## config.mk

```make
export PLATFORM = sky130hd
export DESIGN_NAME = diff_ddr_eye_tracker
export DESIGN_NICKNAME = d
export VERILOG_FILES = /design/src/rtl/diff_ddr_eye_tracker.sv
export SDC_FILE = /design/constraint.sdc
export NUM_CORES = 1
export LEC_CHECK = 0
export CAP_MARGIN = 30
export CORE_ASPECT_RATIO = 1.2
export CORE_UTILIZATION = 24
export DETAILED_ROUTE_END_ITERATION = 12
export SETUP_SLACK_MARGIN = 0.2
export SYNTH_ARGS = -nofsm -noshare
export SYNTH_HDL_FRONTEND = slang
export SYNTH_SLANG_ARGS = --single-unit
```

## constraint.sdc

```tcl
create_clock -name clk -period 3 [get_ports clk]
set_input_delay 0.45 -clock clk [delete_from_list [all_inputs] [get_ports clk]]
set_output_delay 0.45 -clock clk [all_outputs]
set_load 0.005 [all_outputs]
```

## src/rtl/diff_ddr_eye_tracker.sv

```systemverilog
// diff_ddr_eye_tracker
//   Keeps the data IDELAY of a differential DDR deserializer centred in the eye.
//   The tracker delay line, which samples the complement pin, is parked
//   alternately OFFSET taps before and after the data delay. At each point,
//   mismatches between the data and tracker samples are counted over a window.
//   After each early/late pair the data delay moves one tap toward the cleaner
//   side.
//
// Ports
//   clk, reset            : clock, asynchronous active-high reset
//   enable                : run tracking; low aborts to IDLE
//   data, tracker         : deserialized nibbles (tracker is inverted polarity)
//   delay_config__op      : 0 none, 1 load (only 0/1 issued), one cycle per load
//   delay_config__select  : 0 data delay, 1 tracker delay
//   delay_config__value   : tap value for a load
//   data_delay            : currently loaded data tap
//   locked                : eye centred and stable
//   early_errors/late_errors : last completed window error counts
module diff_ddr_eye_tracker #(
  parameter int OFFSET      = 16,
  parameter int WINDOW_LOG2 = 8,
  parameter int SETTLE      = 8,
  parameter int HYSTERESIS  = 4,
  parameter int INIT_DELAY  = 256,
  parameter int LOCK_ROUNDS = 4
) (
  input  logic                   clk,
  input  logic                   reset,
  input  logic                   enable,
  input  logic [3:0]             data,
  input  logic [3:0]             tracker,
  output logic [1:0]             delay_config__op,
  output logic                   delay_config__select,
  output logic [8:0]             delay_config__value,
  output logic [8:0]             data_delay,
  output logic                   locked,
  output logic [WINDOW_LOG2+2:0] early_errors,
  output logic [WINDOW_LOG2+2:0] late_errors
);

  localparam int ERR_W    = WINDOW_LOG2 + 3;
  localparam int CNT_W    = (WINDOW_LOG2 > 8) ? WINDOW_LOG2 : 8;
  localparam int STREAK_W = $clog2(LOCK_ROUNDS + 1);
  localparam logic [CNT_W-1:0]    SETTLE_LAST = CNT_W'(SETTLE - 1);
  localparam logic [CNT_W-1:0]    WINDOW_LAST = CNT_W'((1 << WINDOW_LOG2) - 1);
  localparam logic [STREAK_W-1:0] LOCK_MAX    = STREAK_W'(LOCK_ROUNDS);

  typedef enum logic [3:0] {
    IDLE, LOAD_DATA, LOAD_EARLY, SETTLE_E, MEASURE_E,
    LOAD_LATE, SETTLE_L, MEASURE_L, ADJUST
  } state_t;

  state_t              state_q, state_d;
  logic [CNT_W-1:0]    cnt_q, cnt_d;
  logic [ERR_W-1:0]    acc_q, acc_d;
  logic [1:0]          op_q, op_d;
  logic                sel_q, sel_d;
  logic [8:0]          val_q, val_d;
  logic [8:0]          data_delay_q, data_delay_d;
  logic [ERR_W-1:0]    early_q, early_d;
  logic [ERR_W-1:0]    late_q, late_d;
  logic [STREAK_W-1:0] streak_q, streak_d;
  logic                locked_q, locked_d;

  // Tracker tap positions, computed one bit wider so under/overflow is visible.
  logic [9:0] early_sum, late_sum;
  logic [8:0] early_tap, late_tap;
  assign early_sum = {1'b0, data_delay_q} - 10'(OFFSET);
  assign late_sum  = {1'b0, data_delay_q} + 10'(OFFSET);
  assign early_tap = early_sum[9] ? 9'd0   : early_sum[8:0];
  assign late_tap  = late_sum[9]  ? 9'd511 : late_sum[8:0];

  // The tracker pin is inverted, so a clean eye gives data == ~tracker.
  logic [3:0]       mism;
  logic [2:0]       err_cnt;
  logic [ERR_W-1:0] acc_sum;
  assign mism    = data ^ ~tracker;
  assign err_cnt = 3'(mism[0]) + 3'(mism[1]) + 3'(mism[2]) + 3'(mism[3]);
  assign acc_sum = acc_q + ERR_W'(err_cnt);

  logic [ERR_W:0] early_x, late_x, hyst_x;
  logic           go_up, go_dn;
  assign early_x = {1'b0, early_q};
  assign late_x  = {1'b0, late_q};
  assign hyst_x  = (ERR_W + 1)'(HYSTERESIS);
  assign go_up   = early_x > (late_x + hyst_x);
  assign go_dn   = late_x > (early_x + hyst_x);

  always_comb begin
    state_d      = state_q;
    cnt_d        = '0;
    acc_d        = acc_q;
    op_d         = 2'd0;
    sel_d        = sel_q;
    val_d        = val_q;
    data_delay_d = data_delay_q;
    early_d      = early_q;
    late_d       = late_q;
    streak_d     = streak_q;
    locked_d     = locked_q;

    if (!enable) begin
      state_d  = IDLE;
      streak_d = '0;
      locked_d = 1'b0;
    end else begin
      case (state_q)
        IDLE:       state_d = LOAD_DATA;
        LOAD_DATA:  state_d = LOAD_EARLY;
        LOAD_EARLY: state_d = SETTLE_E;
        LOAD_LATE:  state_d = SETTLE_L;
        SETTLE_E, SETTLE_L: begin
          if (cnt_q == SETTLE_LAST) begin
            state_d = (state_q == SETTLE_E) ? MEASURE_E : MEASURE_L;
            acc_d   = '0;
          end else begin
            cnt_d = cnt_q + CNT_W'(1);
          end
        end
        MEASURE_E, MEASURE_L: begin
          acc_d = acc_sum;
          if (cnt_q == WINDOW_LAST) begin
            // The final cycle's error is folded in before publishing.
            if (state_q == MEASURE_E) begin
              early_d = acc_sum;
              state_d = LOAD_LATE;
            end else begin
              late_d  = acc_sum;
              state_d = ADJUST;
            end
          end else begin
            cnt_d = cnt_q + CNT_W'(1);
          end
        end
        ADJUST: begin
          state_d = LOAD_DATA;
          // A step blocked by saturation leaves the tap alone and is not a move.
          if (go_up && data_delay_q != 9'd511) begin
            data_delay_d = data_delay_q + 9'd1;
            streak_d     = '0;
          end else if (go_dn && data_delay_q != 9'd0) begin
            data_delay_d = data_delay_q - 9'd1;
            streak_d     = '0;
          end else if (streak_q != LOCK_MAX) begin
            streak_d = streak_q + STREAK_W'(1);
          end
          locked_d = (streak_d == LOCK_MAX);
        end
        default: state_d = IDLE;
      endcase
    end

    // Load commands are registered off the next state so op lines up with the
    // LOAD state itself; LOAD_DATA uses the freshly adjusted data delay.
    case (state_d)
      LOAD_DATA: begin
        op_d  = 2'd1;
        sel_d = 1'b0;
        val_d = data_delay_d;
      end
      LOAD_EARLY: begin
        op_d  = 2'd1;
        sel_d = 1'b1;
        val_d = early_tap;
      end
      LOAD_LATE: begin
        op_d  = 2'd1;
        sel_d = 1'b1;
        val_d = late_tap;
      end
      default: ;
    endcase
  end

  always_ff @(posedge clk or posedge reset) begin
    if (reset) begin
      state_q      <= IDLE;
      cnt_q        <= '0;
      acc_q        <= '0;
      op_q         <= 2'd0;
      sel_q        <= 1'b0;
      val_q        <= 9'd0;
      data_delay_q <= 9'(INIT_DELAY);
      early_q      <= '0;
      late_q       <= '0;
      streak_q     <= '0;
      locked_q     <= 1'b0;
    end else begin
      state_q      <= state_d;
      cnt_q        <= cnt_d;
      acc_q        <= acc_d;
      op_q         <= op_d;
      sel_q        <= sel_d;
      val_q        <= val_d;
      data_delay_q <= data_delay_d;
      early_q      <= early_d;
      late_q       <= late_d;
      streak_q     <= streak_d;
      locked_q     <= locked_d;
    end
  end

  assign delay_config__op     = op_q;
  assign delay_config__select = sel_q;
  assign delay_config__value  = val_q;
  assign data_delay           = data_delay_q;
  assign locked               = locked_q;
  assign early_errors         = early_q;
  assign late_errors          = late_q;

endmodule

```

==> results.ini <==
[cts]
clockBufferDepth=2
path_clk_slew_ns=0.06
cts_buffers=9
htreeDepth=3
cts_hold_buf=0
clk_latency_ns=0.34
cts_root_buffer=clkbuf_16
cts_tree=built
cts.sinks=69

[grt]
grt_pass1_vias=4289
grt_max_degree=48
grt.total_usage=0.1384
grt_pass1_wl_mm=21.53
grt-ovfl-total=0
antenna_found_initial=0

[outcome]
status=finished, violations left
failed_checks=setup timing

[sta]
skew_ns=0.005963
hold_viol_final=0
layout_setup_ws_ns=-0.02707
period_share=1.009
slew_headroom=0.5790
min_period_ns=3.027
slew_violations=0
fin_setup_tns_ns=-0.03573
rsz0062_at_grt=true
setup_viol=3
fmax_mhz=330.4
tightest_slew_ns=0.6316

[power]
p_leak_nw=2.960
ir_drop_mv=0.2458
p_per_area_mw_per_mm2=357.8

[floorplanning]
die_h_um=154.1
die_x_um=128.7
io_pins=55
start_util=0.2453
die-area_mm2=0.01984
coreArea_mm2=0.01886
rows=55

[critical_path]
startpoint=early_errors[2]$_DFFE_PP0P_
path_cells=ha_2 > and3_4 > and3_4 > xnor2_4 > ha_4 > nand3_4 > or3_4 > a21oi_2 > or3_4 > nand4_1 > o31ai_4 > xor2_2 > o21a_1
worstSetupPathType=reg2reg
cp.required_ns=3.23
crit_path_start_kind=flip-flop
arrival_ns=3.25
critPathMaxFanout=3
end_kind=flip-flop
endpoint=delay_config__value[7]$_DFFE_PP0P_
rr_startpoint=early_errors[2]$_DFFE_PP0P_
critPathSlowestCell=dfrtp_1
cpPeakStageDelay_ns=0.38
reg2regPathDepth=13
reg2reg_to=delay_config__value[7]$_DFFE_PP0P_
r2r_slack_ns=-0.03

[placement]
dpl_cell_area_mm2=0.005922
io_buffer_count=53
placed_cells=884
gp_congestion=0.8467
dp_hpwl_mm=9.950

[logic_synthesis]
synthesis.area_mm2=0.004626
ys_seq_area_frac=0.3735
async_reset_ff_frac=1.000
synth_edf_count=0
synth.top_cell.area_share=0.3679
ys.warnings.count=0
synthTopCellsByCount=74 x nand2_1, 68 x dfrtp_1, 46 x nor2_1
yosysUniqueCellTypes=67
syn_nets=581
yosys_most_used_dff=dfrtp_1
syn_inst=535
yosysTopAreaCell=dfrtp_1
avgSynthCellArea_um2=8.646
synth_area_leaders=dfrtp_1 37%, ha_1 8.7%, nand2_1 6.0%, xor2_1 4.4%, a21oi_1 4.1%
yosysMostFrequentCell=nand2_1
ys_ff_latch=69

[routing]
antenna_left=0
drt_iter0_markers=255
viasPerCell=4.761
via_count=4380
drt_first_pass_iters=4
avgRoutedWirePerCell_um=14.41
drc_errors=0
wl_mm=13.26

[cells_and_area]
finalNonFillerCells=920
fin_area_mm2=0.006785
finish.utilization=0.3599
areaGrowthSynthToFinish_pct=46.69
drive_gt1_frac=0.2425
num_antenna_cells=0
nNetsFinal=705

[min_path]
worstHoldPathType=in2async

[flow_run]
max-cap-violations=0

worst max-delay path: cells and delay by family (launching register included):
family	cells	cell delay, ns
AND/OR/NAND/NOR	6	1.18
AO/OA/AOI/OAI	3	0.63
adder cells (fa/ha/maj)	2	0.49
flip-flops	1	0.38
XOR/XNOR	2	0.24
where the power goes:
part | switching (W) | total (W) | internal [W]
logic | 0.000118 | 0.000224 | 0.000106
clock network | 0.000423 | 0.00124 | 0.000816
registers | 0.0000125 | 0.000965 | 0.000952
stage by stage:
stage	hold WS, ns	setup slack (ns)	power, W
4_1_cts	0.4951	-0.01487	0.002459
6_report	0.4846	-0.02707	0.002428
5_1_grt	0.5167	-0.1452	0.002523
3_5_place_dp	0.4741	-0.1746	0.001200
2_1_floorplan	0.4479	0.01104	0.001100
3_3_place_gp	0.4624	-0.1619	0.001198
worst min-delay path by stage:
stage / end / slack [ns] / cells after the start
final: cnt_q[1]$_DFF_PP0_ / 0.48 / 2
after global routing: cnt_q[0]$_DFF_PP0_ / 0.52 / 1
after CTS: cnt_q[0]$_DFF_PP0_ / 0.50 / 1
after detailed placement: delay_config__select$_DFFE_PP0P_ / 0.47 / 2
after global placement: acc_q[0]$_DFFE_PP0P_ / 0.46 / 2
after floorplan: cnt_q[0]$_DFF_PP0_ / 0.45 / 1
logic make-up (layout without fill, tap and decap cells):
family / after synthesis / after routing / share of synthesized area
AO/OA/AOI/OAI: 127 / 127 / 0.1777
XOR/XNOR: 40 / 40 / 0.07736
adder cells (fa/ha/maj): 35 / 35 / 0.09954
buffers and inverters: 45 / 174 / 0.03976
flip-flops: 69 / 69 / 0.3735
multiplexers: 3 / 3 / 0.007032
other: 1 / 1 / 0.0008107
AND/OR/NAND/NOR: 215 / 215 / 0.2242
final cells by class:
class                   count  area (µm²)
fillers                  1914       12070
multi-input cells         421        3068
flip-flops and latches     69        1730
repair buffers            133        1225
well taps                 256       320.3
clock buffers               9       225.2
clock inverters             7       122.6
inverters                  25       93.84
sequential cells by signal, summed over array words and instances (netlist names):
signal	cells
acc_q	11
cnt_q	8
data_delay	9
delay_config__op	1
delay_config__select	1
delay_config__value	9
early_errors	11
late_errors	11
locked	1
state_q	4
streak_q	3
per-layer routing:
layer | share of wire | global-route usage | up-vias
met5 | 0 | 0 | -
li1 | - | - | 2158
met1 | 0.43 | 0.1632 | 2133
met3 | 0.030 | 0.03097 | 25
met4 | 0.027 | 0.05434 | 0
met2 | 0.52 | 0.2409 | 64
repair_timing:
item                       CTS  global route
setup endpoints to repair   21            41
gates resized for setup     30            50
pin swaps                   22            41
buffers inserted            10            10
layout by cell type, fill, tap and decap left out, types with 3 or more instances in the layout:
| cell | n |
|---|---|
| ha_1 | 29 |
| nor2_2 | 3 |
| and3_4 | 4 |
| a211oi_2 | 3 |
| inv_1 | 23 |
| a21o_1 | 6 |
| a21oi_2 | 3 |
| o21ai_1 | 5 |
| xnor2_1 | 13 |
| nor2_1 | 44 |
| o21ai_0 | 22 |
| o31ai_1 | 8 |
| nand3_1 | 19 |
| a31oi_1 | 5 |
| or3_1 | 6 |
| o211ai_1 | 6 |
| dfrtp_1 | 66 |
| nor2b_1 | 4 |
| nor3_1 | 9 |
| o21a_1 | 5 |
| clkdlybuf4s50_1 | 49 |
| nand4_1 | 14 |
| dlymetal6s2s_1 | 4 |
| xor2_1 | 21 |
| o31ai_4 | 3 |
| nand2_1 | 70 |
| buf_6 | 19 |
| and3_1 | 9 |
| buf_4 | 60 |
| nand3_2 | 4 |
| a22o_1 | 3 |
| nand3_4 | 4 |
| a21oi_1 | 34 |
| clkbuf_16 | 9 |
| bufinv_16 | 3 |
(Power assumes the default switching activity.)
